===== config.mk =====
export PLATFORM = sky130hd
export DESIGN_NAME = spi_txn_arbiter_flat
export DESIGN_NICKNAME = d
export VERILOG_FILES = /design/src/rtl/spi_txn_arbiter_if.sv /design/src/rtl/spi_txn_arbiter.sv /design/src/flat_wrapper.sv
export SDC_FILE = /design/constraint.sdc
export NUM_CORES = 1
export LEC_CHECK = 0
export ABC_AREA = 1
export CORE_AREA = 2 2 101 103
export DETAILED_ROUTE_END_ITERATION = 6
export DIE_AREA = 0 0 103 105
export PLACE_DENSITY_LB_ADDON = 0.25
export SYNTH_ARGS = -nofsm -noshare
export SYNTH_HDL_FRONTEND = slang
export SYNTH_SLANG_ARGS = --single-unit

===== constraint.sdc =====
create_clock -name clk -period 5 [get_ports clk]
set_clock_uncertainty 0.15 [all_clocks]
set_input_delay 0.5 -clock clk [delete_from_list [all_inputs] [get_ports clk]]
set_output_delay 0.5 -clock clk [all_outputs]
set_load 0.01 [all_outputs]

===== src/rtl/spi_txn_arbiter_if.sv =====
// Bundle between the requesters, the arbiter and the SPI byte engine.
// The arbiter uses the slave modport; the requester/engine side uses master.
interface spi_txn_arbiter_if #(
  parameter int unsigned NREQ = 4
) ();
  logic [NREQ-1:0]   req;
  logic [8*NREQ-1:0] req_data;
  logic [NREQ-1:0]   gnt;
  logic [NREQ-1:0]   cs_n;
  logic              eng_start;
  logic [7:0]        eng_tx;
  logic              eng_done;
  logic [7:0]        eng_rx;
  logic              rsp_valid;
  logic [2:0]        rsp_id;
  logic [7:0]        rsp_data;
  logic              rsp_err;
  logic              busy;

  modport slave (
    input  req, req_data, eng_done, eng_rx,
    output gnt, cs_n, eng_start, eng_tx, rsp_valid, rsp_id, rsp_data, rsp_err, busy
  );

  modport master (
    output req, req_data, eng_done, eng_rx,
    input  gnt, cs_n, eng_start, eng_tx, rsp_valid, rsp_id, rsp_data, rsp_err, busy
  );
endinterface


===== src/rtl/spi_txn_arbiter.sv =====
// Round-robin arbiter/sequencer sharing one SPI mode-0 byte engine among NREQ
// requesters. Each grant runs: chip-select setup, engine start, wait for done
// (or timeout), chip-select hold, then a chip-select-high gap.
module spi_txn_arbiter #(
  parameter int unsigned NREQ     = 4,
  parameter int unsigned CS_SETUP = 2,
  parameter int unsigned CS_HOLD  = 2,
  parameter int unsigned GAP      = 4,
  parameter int unsigned TIMEOUT  = 1024
) (
  input logic              clk,
  input logic              rst_n,
  spi_txn_arbiter_if.slave bus
);
  localparam int unsigned IdW   = (NREQ > 1) ? $clog2(NREQ) : 1;
  localparam int unsigned MaxSh = (CS_SETUP > CS_HOLD) ? CS_SETUP : CS_HOLD;
  localparam int unsigned MaxGt = (GAP > TIMEOUT) ? GAP : TIMEOUT;
  localparam int unsigned MaxLd = (MaxSh > MaxGt) ? MaxSh : MaxGt;
  // One shared down-counter, wide enough for the largest interval.
  localparam int unsigned CntW  = $clog2(MaxLd) + 1;

  // Reload values: a state lasting N cycles loads N-1 and leaves at zero.
  localparam logic [CntW-1:0] SetupLd   = CntW'(CS_SETUP - 1);
  localparam logic [CntW-1:0] HoldLd    = CntW'(CS_HOLD - 1);
  localparam logic [CntW-1:0] GapLd     = CntW'(GAP - 1);
  localparam logic [CntW-1:0] TimeoutLd = CntW'(TIMEOUT - 1);

  typedef enum logic [2:0] {
    StIdle, StSetup, StStart, StWait, StHold, StGap
  } state_e;

  state_e          state_q;
  logic [CntW-1:0] cnt_q;
  logic [IdW-1:0]  last_id_q;
  logic [IdW-1:0]  cur_id_q;

  logic            win_found;
  logic [IdW-1:0]  win_id;
  logic [IdW-1:0]  cand;
  logic [NREQ-1:0] win_oh;

  // Round-robin pick: search from last_id+1 upward with wrap.
  always_comb begin
    win_found = 1'b0;
    win_id    = '0;
    cand      = '0;
    for (int unsigned off = 1; off <= NREQ; off++) begin
      cand = IdW'((32'(last_id_q) + off) % NREQ);
      if (!win_found && bus.req[cand]) begin
        win_found = 1'b1;
        win_id    = cand;
      end
    end
  end

  // One-hot form of the winner for gnt and cs_n.
  always_comb begin
    win_oh         = '0;
    win_oh[win_id] = 1'b1;
  end

  // Sequencer FSM; every output is a register.
  always_ff @(posedge clk or negedge rst_n) begin
    if (!rst_n) begin
      state_q       <= StIdle;
      cnt_q         <= '0;
      last_id_q     <= IdW'(NREQ - 1);
      cur_id_q      <= '0;
      bus.gnt       <= '0;
      bus.cs_n      <= '1;
      bus.eng_start <= 1'b0;
      bus.eng_tx    <= 8'h00;
      bus.rsp_valid <= 1'b0;
      bus.rsp_id    <= 3'd0;
      bus.rsp_data  <= 8'h00;
      bus.rsp_err   <= 1'b0;
      bus.busy      <= 1'b0;
    end else begin
      bus.gnt       <= '0;
      bus.eng_start <= 1'b0;
      bus.rsp_valid <= 1'b0;
      case (state_q)
        StIdle: begin
          if (win_found) begin
            cur_id_q   <= win_id;
            bus.gnt    <= win_oh;
            bus.cs_n   <= ~win_oh;
            bus.eng_tx <= bus.req_data[{win_id, 3'b000} +: 8];
            bus.rsp_id <= 3'(win_id);
            bus.busy   <= 1'b1;
            cnt_q      <= SetupLd;
            state_q    <= StSetup;
          end
        end
        StSetup: begin
          if (cnt_q == '0) begin
            bus.eng_start <= 1'b1;
            state_q       <= StStart;
          end else begin
            cnt_q <= cnt_q - 1'b1;
          end
        end
        StStart: begin
          cnt_q   <= TimeoutLd;
          state_q <= StWait;
        end
        StWait: begin
          // Done is checked first so it wins over a coincident timeout.
          if (bus.eng_done) begin
            bus.rsp_valid <= 1'b1;
            bus.rsp_data  <= bus.eng_rx;
            bus.rsp_err   <= 1'b0;
            cnt_q         <= HoldLd;
            state_q       <= StHold;
          end else if (cnt_q == '0) begin
            bus.rsp_valid <= 1'b1;
            bus.rsp_data  <= 8'h00;
            bus.rsp_err   <= 1'b1;
            cnt_q         <= HoldLd;
            state_q       <= StHold;
          end else begin
            cnt_q <= cnt_q - 1'b1;
          end
        end
        StHold: begin
          if (cnt_q == '0) begin
            bus.cs_n <= '1;
            cnt_q    <= GapLd;
            state_q  <= StGap;
          end else begin
            cnt_q <= cnt_q - 1'b1;
          end
        end
        StGap: begin
          if (cnt_q == '0) begin
            last_id_q <= cur_id_q;
            bus.busy  <= 1'b0;
            state_q   <= StIdle;
          end else begin
            cnt_q <= cnt_q - 1'b1;
          end
        end
        default: begin
          state_q <= StIdle;
        end
      endcase
    end
  end
endmodule


===== src/flat_wrapper.sv =====
// flat-port wrapper written by rule: the top's interface ports become plain ports
module spi_txn_arbiter_flat 
#(
  parameter int unsigned NREQ     = 4,
  parameter int unsigned CS_SETUP = 2,
  parameter int unsigned CS_HOLD  = 2,
  parameter int unsigned GAP      = 4,
  parameter int unsigned TIMEOUT  = 1024
)
  (clk, rst_n, bus_req, bus_req_data, bus_eng_done, bus_eng_rx, bus_gnt, bus_cs_n, bus_eng_start, bus_eng_tx, bus_rsp_valid, bus_rsp_id, bus_rsp_data, bus_rsp_err, bus_busy);
  spi_txn_arbiter_if #(.NREQ(NREQ)) bus_i ();
  input logic clk;
  input logic rst_n;
  input wire logic [$bits(bus_i.req)-1:0] bus_req;
  input wire logic [$bits(bus_i.req_data)-1:0] bus_req_data;
  input wire logic [$bits(bus_i.eng_done)-1:0] bus_eng_done;
  input wire logic [$bits(bus_i.eng_rx)-1:0] bus_eng_rx;
  output wire logic [$bits(bus_i.gnt)-1:0] bus_gnt;
  output wire logic [$bits(bus_i.cs_n)-1:0] bus_cs_n;
  output wire logic [$bits(bus_i.eng_start)-1:0] bus_eng_start;
  output wire logic [$bits(bus_i.eng_tx)-1:0] bus_eng_tx;
  output wire logic [$bits(bus_i.rsp_valid)-1:0] bus_rsp_valid;
  output wire logic [$bits(bus_i.rsp_id)-1:0] bus_rsp_id;
  output wire logic [$bits(bus_i.rsp_data)-1:0] bus_rsp_data;
  output wire logic [$bits(bus_i.rsp_err)-1:0] bus_rsp_err;
  output wire logic [$bits(bus_i.busy)-1:0] bus_busy;
  assign bus_i.req = bus_req;
  assign bus_i.req_data = bus_req_data;
  assign bus_i.eng_done = bus_eng_done;
  assign bus_i.eng_rx = bus_eng_rx;
  assign bus_gnt = bus_i.gnt;
  assign bus_cs_n = bus_i.cs_n;
  assign bus_eng_start = bus_i.eng_start;
  assign bus_eng_tx = bus_i.eng_tx;
  assign bus_rsp_valid = bus_i.rsp_valid;
  assign bus_rsp_id = bus_i.rsp_id;
  assign bus_rsp_data = bus_i.rsp_data;
  assign bus_rsp_err = bus_i.rsp_err;
  assign bus_busy = bus_i.busy;
  spi_txn_arbiter #(.NREQ(NREQ), .CS_SETUP(CS_SETUP), .CS_HOLD(CS_HOLD), .GAP(GAP), .TIMEOUT(TIMEOUT)) u_core (.clk(clk), .rst_n(rst_n), .bus(bus_i));
endmodule

# Word level (Yosys, flattened, before mapping)
# Index checks and enable logic that the tools add are counted.
word_totals:
  out_inout_bits: 31
  elab_cells: 104
  input_bits: 47
  regBits: 46
classes:
  n_reduce_logical: 21
  eq_ne: 11
  bitwise: 1
  n_lt_le_gt_ge: 6
  mux: 47
  add_sub_neg: 5
  shifts: 1
op_table:
  columns: ["operator", "n"]
  rows:
  - ["$mux W11", 5]
  - ["$pmux W11 S5", 1]
  - ["$shiftx A32 B6 Y8", 1]
  - ["$mux W3", 6]
  - ["$pmux W3 S6", 1]
  - ["$mux W1", 17]
  - ["$mux W4", 4]
  - ["$mux W8", 2]
  - ["$lt A2 B3 Y1 const B", 5]
  - ["$logic_not A11 Y1", 1]
  - ["$sub A11 B1 Y11 const B", 1]
  - ["$reduce_and A3 Y1", 3]
  - ["$bmux W1 S2", 4]
  - ["$mux W2", 4]
  - ["$ne A2 B1 Y1 const B", 4]
  - ["$pmux W4 S2", 1]
  - ["$eq A3 B2 Y1 const B", 2]
  - ["$eq A3 B3 Y1 const B", 2]
  - ["$reduce_and A2 Y1", 3]
  - ["$reduce_bool A2 Y1", 3]
  - ["$reduce_and A5 Y1", 1]
  - ["$reduce_bool A5 Y1", 1]
  - ["$add A2 B1 Y2 const B", 2]
  - ["$add A2 B2 Y2 const B", 2]
  - ["11 further kinds", 16]

# Logic depth before layout (Yosys ltp)
# Gate-level depths: netlist of the first run.
logic_depth:
  word_depth: 20
  depth_mapped: 17
  ltp_nobuf: 15

# Worst setup path after synthesis of the first run
# OpenSTA, ideal clock, no wires.
synth_timing:
  path_type: "reg2reg"
  startpoint: "reg u_core.last_id_q[0]"
  endpoint: "reg u_core.bus.eng_tx[5]"
  stages_incl_launch_ff: 18
  setup_slack_ns: 2.993
  setup_time_ns: 0.116
  t_required_ns: 4.734
  t_arrival_ns: 1.741
  period_less_slack_ns: 2.007
  cell_sequence: "dfstp_2 buf_6 inv_8 nand2_1 nand2_2 nand2_1 nand2_1 nand2_1 nand2_1 nand2_4 nand3_4 buf_12 nand2_2 nand2_1 nand2_1 nand2_1 nand2_1 nand2_1"
synth_between:
  elab_chain_len: 14
synth_lines:
  columns: ["element", "line", "source"]
  rows:
  - ["start: declaration", "spi_txn_arbiter.sv:34", "logic [IdW-1:0] last_id_q;"]
  - ["start signal: assignment", "spi_txn_arbiter.sv:67", "last_id_q <= IdW'(NREQ - 1);"]
  - ["start signal: assignment", "spi_txn_arbiter.sv:136", "last_id_q <= cur_id_q;"]
  - ["$add A2 B1 Y2", "spi_txn_arbiter.sv:48", "cand = IdW'((32'(last_id_q) + off) % NREQ);"]
  - ["$bmux W1 S2", "spi_txn_arbiter.sv:49", "if (!win_found && bus.req[cand]) begin"]
  - ["$mux W1 (implied by the code)", "spi_txn_arbiter.sv:49", null]
  - ["$mux W1", "spi_txn_arbiter.sv:49", null]
  - ["$logic_not A1 Y1", "spi_txn_arbiter.sv:49", null]
  - ["$logic_and A1 B1 Y1", "spi_txn_arbiter.sv:49", null]
  - ["$mux W1", "spi_txn_arbiter.sv:49", null]
  - ["$logic_not A1 Y1", "spi_txn_arbiter.sv:49", null]
  - ["$logic_and A1 B1 Y1", "spi_txn_arbiter.sv:49", null]
  - ["$mux W1", "spi_txn_arbiter.sv:49", null]
  - ["$logic_not A1 Y1", "spi_txn_arbiter.sv:49", null]
  - ["$logic_and A1 B1 Y1", "spi_txn_arbiter.sv:49", null]
  - ["$mux W2 or $mux W1 (tied branches)", "spi_txn_arbiter.sv:49", null]
  - ["$shiftx A32 B6 Y8 or $reduce_and A2 Y1 (tied branches)", null, null]
  - ["end signal: assignment", "spi_txn_arbiter.sv:88", "bus.eng_tx <= bus.req_data[{win_id, 3'b000} +: 8];"]
  - ["end: declaration", "spi_txn_arbiter_if.sv:22", "output gnt, cs_n, eng_start, eng_tx, rsp_valid, rsp_id, rsp_data, rsp_err, busy"]
# Parallel ways exist; a longest one is shown, timed or not. The select of a mux whose other input is x is not followed.
# A chain may end at the register's enable or synchronous reset.

# Worst setup path after layout of the first run
layout_timing:
  startpoint: "reg u_core.last_id_q[0]"
  endpoint: "reg u_core.bus.cs_n[3]"
layout_between:
  elab_chain_len: 20
layout_lines:
  columns: ["element", "line", "source"]
  rows:
  - ["$add A2 B1 Y2", "spi_txn_arbiter.sv:48", null]
  - ["$bmux W1 S2", "spi_txn_arbiter.sv:49", null]
  - ["$mux W1 (implied by the code)", "spi_txn_arbiter.sv:49", null]
  - ["$mux W1", "spi_txn_arbiter.sv:49", null]
  - ["$logic_not A1 Y1", "spi_txn_arbiter.sv:49", null]
  - ["$logic_and A1 B1 Y1", "spi_txn_arbiter.sv:49", null]
  - ["$mux W1", "spi_txn_arbiter.sv:49", null]
  - ["$logic_not A1 Y1", "spi_txn_arbiter.sv:49", null]
  - ["(+4 left out)", null, null]
  - ["$mux W2", "spi_txn_arbiter.sv:49", null]
  - ["$lt A2 B3 Y1 (implied by the code) or $ge A2 B1 Y1 (tied branches)", "spi_txn_arbiter.sv:59", "win_oh[win_id] = 1'b1;"]
  - ["$logic_and A1 B1 Y1 (implied by the code)", "spi_txn_arbiter.sv:59", null]
  - ["$mux W1 (implied by the code)", "spi_txn_arbiter.sv:59", null]
  - ["$demux W1 S2", null, null]
  - ["$not A4 Y4", "spi_txn_arbiter.sv:87", "bus.cs_n <= ~win_oh;"]
  - ["$mux W4", "spi_txn_arbiter.sv:84", "if (win_found) begin"]
  - ["$pmux W4 S2", "spi_txn_arbiter.sv:82", "case (state_q)"]
  - ["end signal: assignment", "spi_txn_arbiter.sv:87", null]
  - ["end: declaration", "spi_txn_arbiter_if.sv:22", null]
# Parallel ways exist; a longest one is shown, timed or not. The select of a mux whose other input is x is not followed.

==> insert_results.sql, run 1 <==
INSERT INTO impl_metrics (metric_group, metric, value, unit) VALUES
('logic_synthesis', 'postSynthCellCount', '377', ''),
('logic_synthesis', 'synth_simple_gate_area_share', '0.374', ''),
('sta', 'highest_clock_rate', '402', 'MHz'),
('sta', 'slew_headroom', '0.321', ''),
('run_status', 'result_of_the_run', 'finished clean', ''),
('worst_setup_path', 'rr_startpoint', 'u_core.last_id_q[0]', ''),
('worst_setup_path', 'worst_path_max_delay_cell', 'dfstp_2', ''),
('route', 'via_count', '2558', ''),
('logic_synthesis', 'synth_compound_area_frac', '0.0709', ''),
('place', 'place.port_buffers', '76', ''),
('place', 'dp_hpwl', '5220', 'um'),
('global_route', 'number_of_antenna_violations_at_the_first_check_in_global_routing', '0', ''),
('finish', 'layout.filler_cells', '1047', ''),
('worst_setup_path', 'cp.buffers_inverters', '2', ''),
('power_and_ir_drop', 'p_sw_frac', '0.425', ''),
('floorplanning', 'dieHeight', '105', 'um'),
('finish', 'insertedDiodeCount', '0', ''),
('power_and_ir_drop', 'powerDensity', '495', 'nW/um2'),
('power_and_ir_drop', 'portion_of_total_power_attributed_to_combinational_logic', '0.537', ''),
('worst_setup_path', 'ff2ff_setup_slack', '2.51', 'ns'),
('logic_synthesis', 'synth_xor_xnor_area_share', '0.0278', ''),
('floorplanning', 'die-area', '10800', 'um2'),
('clocking', 'clock_tree_from_tritoncts', 'built', ''),
('job', 'max-cap-violations', '0', ''),
('global_route', 'grt_max_degree', '47', ''),
('route', 'detail-route-antenna-nets', '0', ''),
('global_route', 'global_route.usage.total', '0.131', ''),
('sta', 'finalMaxSlewViolations', '0', ''),
('sta', 'final_critical_path_time_including_i_o_delays_and_setup', '2.49', 'ns'),
('worst_setup_path', 'timing.critical_path.slowest_cell_delay', '0.71', 'ns'),
('worst_setup_path', 'timing.critical_path.cells', 'inv_8 > nand2_2 > nand2_2 > nand2_1 > nand2_2 > nor2_8 > nand3_4 > nand2_2 > nand2_1 > o22ai_1 > inv_1', ''),
('finish', 'area_growth_syn_to_layout', '31.5', '%'),
('route', 'finalWirelength', '6950', 'um'),
('logic_synthesis', 'synth_top_family_by_area', 'simple AND/OR/NAND/NOR gates', ''),
('route', 'via_per_inst', '4.39', ''),
('clocking', 'clock-root-buffer', 'clkbuf_8', ''),
('worst_setup_path', 'worst_setup_path_start_kind', 'register', ''),
('floorplanning', 'floorplan.die.width', '103', 'um'),
('logic_synthesis', 'ys.warnings.count', '0', ''),
('place', 'gpl.final_weighted_congestion', '0.828', ''),
('logic_synthesis', 'async_reset_ff_frac', '1.00', ''),
('finish', 'mostFrequentLayoutCell', 'nand2_1', ''),
('finish', 'commonest_cells_after_routing_fill_and_taps_aside', 'nand2_1, clkdlybuf4s50_1, dfrtp_1', ''),
('power_and_ir_drop', 'switchingPower', '786', 'uW'),
('route', 'detail_route.iter0.violations', '127', ''),
('sta', 'report.final.hold_viol_count', '0', ''),
('sta', 'setup_total_negative_slack', '0', 'ns'),
('power_and_ir_drop', 'leakage', '0.00175', 'uW'),
('power_and_ir_drop', 'ir_worst_vdd', '0.186', 'mV'),
('finish', 'design_area', '3730', 'um2'),
('global_route', 'first_global_vias', '2498', ''),
('clocking', 'clock_slew_at_reported_path_ffs', '0.09', 'ns'),
('floorplanning', 'core_area', '9640', 'um2'),
('sta', 'post-route-period-util', '0.498', ''),
('clocking', 'number_of_cells_upsized_or_downsized_after_cts', '0', ''),
('worst_setup_path', 'req_time_crit_path', '5.08', 'ns'),
('worst_setup_path', 'worstSetupPathType', 'register to register', ''),
('route', 'first_pass_iters', '4', ''),
('clocking', 'cts_buffers', '5', ''),
('logic_synthesis', 'synthesis.area', '2840', 'um2'),
('logic_synthesis', 'synth_seq_area_share', '0.408', ''),
('route', 'detail_route.wl_per_cell', '11.9', 'um'),
('logic_synthesis', 'syn_nets', '426', ''),
('floorplanning', 'fp-row-count', '36', ''),
('floorplanning', 'floorplan.initialDensity', '0.295', ''),
('global_route', 'global_route.overflow_total', '0', ''),
('place', 'placed_cell_area', '3650', 'um2'),
('clocking', 'clock_latency', '0.29', 'ns'),
('worst_setup_path', 'critical_path_depth', '11', ''),
('worst_setup_path', 'critical_path_peak_fanout', '18', ''),
('global_route', 'grt_pass1_wl', '11600', 'um');
logic make-up (layout without fill, tap and decap cells):
family,after synthesis,after routing
buffers and inverters,54,127
other,1,1
DFF,46,46
AOI/OAI and AO/OA,35,35
xor gates and xnor gates,9,9
adders and majority gates,2,2
and+or+nand+nor,230,230
sequential cells by signal (all words and copies together), names as in the netlist, 2 cells and up:
register and count:
u_core.bus.cs_n 4, u_core.bus.eng_tx 8, u_core.bus.gnt 4, u_core.bus.rsp_data 8, u_core.cnt_q 11, u_core.cur_id_q 2
u_core.last_id_q 2, u_core.state_q 3
Yosys cell counts (2+ instances only):
| library cell | number | area share |
|---|---|---|
| nand2_1 | 143 | 0.19 |
| dfrtp_1 | 40 | 0.35 |
| inv_1 | 37 | 0.049 |
| nor2_1 | 21 | 0.028 |
| nand4_1 | 19 | 0.042 |
| nand2_2 | 18 | 0.040 |
| o21ai_0 | 17 | 0.030 |
| nand3_1 | 15 | 0.026 |
| o211ai_1 | 7 | 0.019 |
| xor2_1 | 7 | 0.022 |
| dfstp_2 | 6 | 0.056 |
| nor3_1 | 6 | 0.011 |
| a21oi_1 | 4 | 0.0070 |
| o22ai_1 | 4 | 0.0088 |
| buf_4 | 3 | 0.0079 |
| clkbuf_8 | 3 | 0.015 |
| nand2_4 | 3 | 0.012 |
| buf_6 | 2 | 0.0079 |
| ha_1 | 2 | 0.0088 |
| inv_2 | 2 | 0.0026 |
| nand3_2 | 2 | 0.0070 |
| nand3_4 | 2 | 0.012 |
| xnor2_1 | 2 | 0.0062 |
cell type report:
type	count	area (um2)	share of cell area
Multi-Input combinational cell	277	1370	0.367
Clock buffer	6	72.6	0.0194
Sequential cell	46	1160	0.310
Timing Repair Buffer	76	756	0.202
Inverter	43	196	0.0526
Tap cell	133	166	0.0446
Clock inverter	2	13.8	0.00369
stage by stage:
| step | util | power (uW) | instances |
|---|---|---|---|
| after floorplan | - | 1300 | 377 |
| after global placement | 0.378 | 1630 | 575 |
| after detailed placement | 0.378 | 1640 | 575 |
| after CTS | 0.387 | 1870 | 583 |
| after global routing | 0.387 | 2030 | 583 |
| final | 0.387 | 1850 | 583 |
worst max path at each step:
stage,end,slack (ns),startpoint
5_1_grt,u_core.bus.eng_tx[2],2.28,u_core.last_id_q[0]
4_1_cts,u_core.bus.eng_tx[2],2.49,u_core.last_id_q[0]
2_1_floorplan,u_core.bus.eng_tx[5],2.99,u_core.last_id_q[0]
3_5_place_dp,u_core.bus.eng_tx[2],2.27,bus_req[3]
3_3_place_gp,u_core.bus.eng_tx[2],2.31,bus_req[3]
6_report,u_core.bus.cs_n[3],2.51,u_core.last_id_q[0]
metal layers:
layer,up-vias,share of wire,track usage
met2,48,0.46,0.204
met4,0,0.012,0.0291
li1,1339,-,-
met3,6,0.039,0.0288
met1,1165,0.49,0.184
met5,-,0,0
power by group through the flow:
| stage | sequential (uW) | combinational (uW) | clock, uW |
|---|---|---|---|
| after floorplan | 658 | 640 | 0 |
| after global placement | 641 | 988 | 0 |
| after detailed placement | 636 | 1000 | 0 |
| after CTS | 634 | 1010 | 233 |
| after global routing | 657 | 1130 | 247 |
| final | 633 | 992 | 223 |
(Power assumes the default switching activity.)
==> run 2: changes to the inputs <==
==> constraint.sdc (replaced) <==
create_clock -name clk -period 2.4 [get_ports clk]
set_clock_uncertainty 0.15 [all_clocks]
set_input_delay 0.24 -clock clk [delete_from_list [all_inputs] [get_ports clk]]
set_output_delay 0.24 -clock clk [all_outputs]
set_load 0.01 [all_outputs]
==> run 2 against run 1 <==
Cell area grew 4.0%. Critical path type unchanged. Non-clock buffer count grew 13. Combinational power grew 120%. Utilization grew 1.5 points. Critical path depth is the same. Setup slack lost 2.3 ns. Cell count grew 2.4%. Largest power group unchanged. Total power grew 120%. Worst hold slack gained 0.078 ns.
==> insert_results.sql, run 2 (same netlist as run 1, synthesis figures left out) <==
INSERT INTO impl_metrics (metric_group, metric, value, unit) VALUES
('sta', 'finalMaxSlewViolations', '0', ''),
('clocking', 'clock_tree_from_tritoncts', 'built', ''),
('worst_setup_path', 'rr_startpoint', 'u_core.last_id_q[0]', ''),
('worst_setup_path', 'timing.critical_path.to', 'u_core.bus.cs_n[1]', ''),
('route', 'via_per_inst', '4.44', ''),
('sta', 'post-route-period-util', '0.904', ''),
('worst_setup_path', 'crit-reg2reg-capture', 'u_core.bus.cs_n[1]', ''),
('run_status', 'result_of_the_run', 'finished clean', ''),
('place', 'placement.setup.worst_slack', '0.147', 'ns'),
('route', 'drt_drc_violations_left', '0', ''),
('worst_setup_path', 'worst_setup_path_start_kind', 'register', ''),
('finish', 'layout.filler_cells', '1021', ''),
('floorplanning', 'floorplan.initialDensity', '0.295', ''),
('route', 'detail_route.iter0.violations', '132', ''),
('floorplanning', 'floorplan.die.width', '103', 'um'),
('worst_setup_path', 'req_time_crit_path', '2.49', 'ns'),
('global_route', 'global_route.usage.total', '0.142', ''),
('power_and_ir_drop', 'powerDensity', '1030', 'nW/um2'),
('sta', 'report.final.hold_viol_count', '0', ''),
('clocking', 'clock_latency', '0.29', 'ns'),
('sta', 'highest_clock_rate', '461', 'MHz'),
('finish', 'drive_above_1_share', '0.129', ''),
('clocking', 'cts_htree_levels', '2', ''),
('finish', 'max_reg_flops', '11', ''),
('route', 'detail_route.wl_per_cell', '12.4', 'um'),
('global_route', 'number_of_antenna_violations_at_the_first_check_in_global_routing', '0', ''),
('place', 'place.port_buffers', '76', ''),
('finish', 'nets', '512', ''),
('worst_setup_path', 'critical_path_depth', '11', ''),
('place', 'dp_hpwl', '5350', 'um'),
('sta', 'slew_headroom', '0.633', ''),
('worst_setup_path', 'crit_family', 'simple AND/OR/NAND/NOR gates', ''),
('worst_setup_path', 'critical_path_peak_fanout', '9', ''),
('worst_setup_path', 'worstSetupPathType', 'register to register', ''),
('finish', 'insertedDiodeCount', '0', ''),
('route', 'first_pass_iters', '4', ''),
('sta', 'unrepaired_setup_endpoints_after_global_routing', 'no', ''),
('finish', 'commonest_cells_after_routing_fill_and_taps_aside', 'nand2_1, clkdlybuf4s50_1, dfrtp_1', ''),
('worst_setup_path', 'timing.critical_path.cells', 'buf_2 > nand2_1 > nand3_1 > nand2_2 > nor2_8 > nand3_4 > nand2_2 > bufinv_16 > nand2_2 > o22ai_1 > inv_1', ''),
('finish', 'mostFrequentLayoutCell', 'nand2_1', ''),
('sta', 'setup_viol', '0', ''),
('route', 'via_count', '2650', ''),
('floorplanning', 'fp-row-count', '36', ''),
('clocking', 'clock-root-buffer', 'clkbuf_8', ''),
('worst_hold_path', 'hp-class', 'primary input to async pin', ''),
('worst_setup_path', 'critical-path-top-cell-by-count', 'nand2_2', ''),
('worst_setup_path', 'worstRegToRegCells', '11', ''),
('route', 'finalWirelength', '7380', 'um'),
('sta', 'worstMarginPinSlew', '0.551', 'ns'),
('worst_setup_path', 'worst_path_max_delay_cell', 'dfstp_2', ''),
('clocking', 'tritoncts_num_sinks', '46', ''),
('job', 'max-cap-violations', '0', ''),
('worst_setup_path', 'end_kind', 'register', ''),
('place', 'gpl.final_weighted_congestion', '0.824', ''),
('floorplanning', 'io_pins', '78', ''),
('floorplanning', 'die-area', '10800', 'um2'),
('clocking', 'maximum_number_of_buffers_from_clock_root_to_sink', '2', ''),
('global_route', 'grt_max_degree', '26', ''),
('floorplanning', 'core_area', '9640', 'um2'),
('clocking', 'cts_buffers', '5', ''),
('worst_setup_path', 'cp.buffers_inverters', '3', ''),
('sta', 'fin_ws', '0.230', 'ns'),
('finish', 'area_growth_syn_to_layout', '36.7', '%'),
('sta', 'final_critical_path_time_including_i_o_delays_and_setup', '2.17', 'ns'),
('power_and_ir_drop', 'leakage', '0.00183', 'uW'),
('power_and_ir_drop', 'ir_worst_vdd', '0.462', 'mV'),
('global_route', 'first_global_vias', '2563', ''),
('sta', 'setup_total_negative_slack', '0', 'ns'),
('clocking', 'clock_slew_at_reported_path_ffs', '0.09', 'ns'),
('route', 'detail-route-antenna-nets', '0', ''),
('worst_setup_path', 'timing.critical_path.slowest_cell_delay', '0.56', 'ns'),
('finish', 'post-route-util', '0.403', ''),
('worst_setup_path', 'worstSetupStartpoint', 'u_core.last_id_q[0]', ''),
('global_route', 'global_route.overflow_total', '0', ''),
('worst_setup_path', 'cp.arrival', '2.26', 'ns'),
('finish', 'biggestRegsByFlops', 'u_core.cnt_q x11, u_core.bus.eng_tx x8, u_core.bus.rsp_data x8', ''),
('finish', 'regMostFlops', 'u_core.cnt_q', ''),
('floorplanning', 'dieHeight', '105', 'um'),
('worst_setup_path', 'ff2ff_setup_slack', '0.23', 'ns'),
('global_route', 'grt_pass1_wl', '12400', 'um');
run 2: changes by cell type in the layout (fill, tap and decap cells not counted), sizes merged:
cell / delta
clkinvlp: +1
clkinv: -1
nand3: +1
dlygate4sd3: +1
buf: +12
run 2: worst min-delay path by stage:
stage / endpoint / startpoint / depth (start not counted)
global placement: u_core.cnt_q[10] / rst_n / 1
CTS: u_core.cnt_q[10] / rst_n / 2
detailed placement: u_core.cnt_q[10] / rst_n / 1
finish: u_core.cnt_q[10] / rst_n / 2
floorplan: u_core.bus.busy / rst_n / 0
global route: u_core.bus.rsp_data[5] / bus_eng_rx[5] / 3
run 2: through the flow:
stage	area [um2]	hold slack, ns	std cells	total power [uW]
floorplan	2840	-0.206	377	2710
detailed placement	3730	0.114	585	3480
finish	3880	0.310	597	3980
global placement	3730	0.110	585	3470
CTS	3830	0.325	594	4000
global route	3880	0.346	597	4360
run 2: repair_timing:
item,CTS,global route
setup endpoints to repair,0,13
hold endpoints to repair,19,0
setup buffers,0,2
resized for setup,0,3
hold buffers,1,0
run 2: cell type report:
class                           count  area [um2]  share of cell area
Multi-Input combinational cell    278        1390               0.358
Sequential cell                    46        1160               0.299
Timing Repair Buffer               89         878               0.226
Inverter                           43         200              0.0516
Tap cell                          133         166              0.0429
Clock buffer                        6        72.6              0.0187
Clock inverter                      2        13.8             0.00355
run 2: layer usage:
layer	track usage	share of wire
met4	0.0320	0.0091
met3	0.0281	0.046
met5	0	0
met1	0.207	0.48
met2	0.216	0.47
run 2: where the power goes:
group	internal (uW)	leakage, uW	switching (uW)	total, uW
Combinational	992	0.00122	1200	2190
Sequential	1100	0.000566	225	1320
Clock	206	0.0000452	266	471
==> run 3: changes to the inputs <==
--- a/config.mk
+++ b/config.mk
@@ -7,6 +7,7 @@
 export LEC_CHECK = 0
 export ABC_AREA = 1
 export CORE_AREA = 2 2 101 103
+export CTS_BUF_LIST = sky130_fd_sc_hd__clkbuf_4
 export DETAILED_ROUTE_END_ITERATION = 6
 export DIE_AREA = 0 0 103 105
 export PLACE_DENSITY_LB_ADDON = 0.25
==> run 3 against run 2 <==
Via count is 0.42% higher. Combinational power hardly changed. Cell count stayed put. Sequential cell count stayed put. Utilization is 0.40 points lower. First-iteration DRC count is 7.6% lower. Largest power group unchanged.
==> insert_results.sql, run 3 (same netlist as run 1, synthesis figures left out) <==
INSERT INTO impl_metrics (metric_group, metric, value, unit) VALUES
('run_status', 'result_of_the_run', 'finished clean', ''),
('floorplanning', 'fp-row-count', '36', ''),
('worst_setup_path', 'worstRegToRegCells', '16', ''),
('sta', 'highest_clock_rate', '452', 'MHz'),
('route', 'met3WireLength', '304', 'um'),
('global_route', 'number_of_antenna_violations_at_the_first_check_in_global_routing', '0', ''),
('worst_setup_path', 'timing.critical_path.slowest_cell_delay', '0.58', 'ns'),
('route', 'wl_met2', '3400', 'um'),
('power_and_ir_drop', 'leakage', '0.00182', 'uW'),
('worst_setup_path', 'timing.critical_path.cells', 'buf_12 > inv_8 > nand2_1 > nand2_2 > nand2_1 > nand2_1 > nand2_1 > nand2_1 > nand2_4 > nand3_2 > nand2_1 > nand2_1 > nand2_1 > nand2_1 > nand2_1 > nand2_1', ''),
('sta', 'setup_viol', '0', ''),
('sta', 'unrepaired_setup_endpoints_after_global_routing', 'no', ''),
('finish', 'insertedDiodeCount', '0', ''),
('finish', 'post-route-util', '0.399', ''),
('route', 'finalWirelength', '7380', 'um'),
('finish', 'drive_above_1_share', '0.129', ''),
('clocking', 'cts_buffers', '5', ''),
('finish', 'max_reg_flops', '11', ''),
('power_and_ir_drop', 'ir_worst_vdd', '0.459', 'mV'),
('route', 'met1Wirelength', '3620', 'um'),
('worst_setup_path', 'worst_path_max_delay_cell', 'dfstp_2', ''),
('floorplanning', 'die-area', '10800', 'um2'),
('place', 'gpl.final_weighted_congestion', '0.824', ''),
('route', 'detail_route.iter0.violations', '122', ''),
('floorplanning', 'core_area', '9640', 'um2'),
('sta', 'final_critical_path_time_including_i_o_delays_and_setup', '2.21', 'ns'),
('sta', 'post-route-period-util', '0.922', ''),
('finish', 'design_area', '3840', 'um2'),
('place', 'dp_hpwl', '5350', 'um'),
('power_and_ir_drop', 'powerDensity', '1010', 'nW/um2'),
('route', 'topRoutingLayerUsed', 'met4', ''),
('route', 'detail_route.wl_per_cell', '12.4', 'um'),
('place', 'dpl.cell_count', '585', ''),
('floorplanning', 'floorplan.initialDensity', '0.295', ''),
('global_route', 'global_route.usage.total', '0.141', ''),
('clocking', 'clock-root-buffer', 'clkbuf_4', ''),
('global_route', 'global_route.overflow_total', '0', ''),
('finish', 'biggestRegsByFlops', 'u_core.cnt_q x11, u_core.bus.eng_tx x8, u_core.bus.rsp_data x8', ''),
('clocking', 'clock_tree_from_tritoncts', 'built', ''),
('job', 'max-cap-violations', '0', ''),
('power_and_ir_drop', 'totalPowerFinal', '3870', 'uW'),
('finish', 'nets', '512', ''),
('sta', 'report.final.hold_viol_count', '0', ''),
('floorplanning', 'floorplan.die.width', '103', 'um'),
('sta', 'worstMarginPinSlew', '0.552', 'ns'),
('clocking', 'tritoncts_num_sinks', '46', ''),
('worst_hold_path', 'hp-class', 'primary input to async pin', ''),
('floorplanning', 'io_pins', '78', ''),
('route', 'via_count', '2661', ''),
('floorplanning', 'dieHeight', '105', 'um'),
('worst_setup_path', 'critical_path_peak_fanout', '10', ''),
('sta', 'finalMaxSlewViolations', '0', ''),
('global_route', 'grt_max_degree', '26', ''),
('worst_setup_path', 'worst_setup_path_start_kind', 'register', ''),
('route', 'via_per_inst', '4.46', ''),
('route', 'first_pass_iters', '4', ''),
('worst_setup_path', 'rr_startpoint', 'u_core.last_id_q[0]', ''),
('worst_setup_path', 'ff2ff_setup_slack', '0.19', 'ns'),
('worst_setup_path', 'worstSetupPathType', 'register to register', ''),
('route', 'detail-route-antenna-nets', '0', ''),
('sta', 'slew_headroom', '0.632', ''),
('global_route', 'grt_pass1_wl', '12400', 'um'),
('worst_setup_path', 'critical-path-top-cell-by-count', 'nand2_1', ''),
('clocking', 'cts_htree_levels', '2', ''),
('finish', 'post_layout_nonfiller_instances', '597', ''),
('clocking', 'maximum_number_of_buffers_from_clock_root_to_sink', '2', ''),
('sta', 'setup_total_negative_slack', '0', 'ns'),
('finish', 'commonest_cells_after_routing_fill_and_taps_aside', 'nand2_1, clkdlybuf4s50_1, dfrtp_1', ''),
('finish', 'regMostFlops', 'u_core.cnt_q', ''),
('route', 'drt_drc_violations_left', '0', ''),
('worst_setup_path', 'cp.arrival', '2.33', 'ns'),
('finish', 'mostFrequentLayoutCell', 'nand2_1', ''),
('worst_setup_path', 'end_kind', 'register', ''),
('finish', 'area_growth_syn_to_layout', '35.3', '%'),
('global_route', 'first_global_vias', '2571', ''),
('place', 'place.port_buffers', '76', ''),
('place', 'placed_cell_area', '3730', 'um2'),
('worst_setup_path', 'req_time_crit_path', '2.51', 'ns'),
('clocking', 'clock_latency', '0.35', 'ns'),
('clocking', 'clock_slew_at_reported_path_ffs', '0.14', 'ns'),
('worst_setup_path', 'crit-reg2reg-capture', 'u_core.bus.eng_tx[7]', '');
run 3: cell counts in the layout (fill, tap and decap cells not counted):
Identical to the previous run, type by type.
run 3: worst max-delay path by stage:
stage	endpoint	slack, ns	from
floorplan	u_core.bus.eng_tx[5]	0.39	u_core.last_id_q[0]
global placement	u_core.bus.eng_tx[2]	0.15	bus_req[2]
detailed placement	u_core.bus.eng_tx[2]	0.15	bus_req[2]
CTS	u_core.bus.eng_tx[4]	0.14	u_core.last_id_q[0]
global route	u_core.bus.eng_tx[7]	0.01	u_core.last_id_q[1]
finish	u_core.bus.eng_tx[7]	0.19	u_core.last_id_q[0]
run 3: layer usage:
metal	GRT usage	up-vias
li1	-	1373
met1	0.208	1229
met2	0.213	53
met3	0.0261	6
met4	0.0291	0
met5	0	-
run 3: cell type report:
type                       instances  area [um2]
clock buffer                       6        45.0
sequential                        46        1160
inverter                          43         200
clock inverter                     2        13.8
tap                              133         166
timing repair buffer              89         878
fill                            1027        5800
multi-input combinational        278        1380
run 3: critical path, delay by kind of cell (launching register included):
| family | cells | cell delay (ns) |
|---|---|---|
| buf+inv | 2 | 0.16 |
| flops | 1 | 0.58 |
| simple gates | 14 | 1.23 |
run 3: stage by stage:
step | worst slack (ns) | hold slack (ns)
floorplan | 0.393 | -0.206
global placement | 0.148 | 0.110
detailed placement | 0.147 | 0.114
CTS | 0.138 | 0.247
global route | 0.0120 | 0.265
finish | 0.188 | 0.243
run 3: report_power, final:
group / internal, uW / switching [uW]
Clock: 127 / 252
Sequential: 1090 / 224
Combinational: 987 / 1190
run 3: timing repair:
action / in CTS / in global routing
setup endpoints to repair: 0 / 15
gates resized for setup: 0 / 1
hold buffers: 1 / 0
hold endpoints to repair: 19 / 0
buffers inserted: 0 / 2
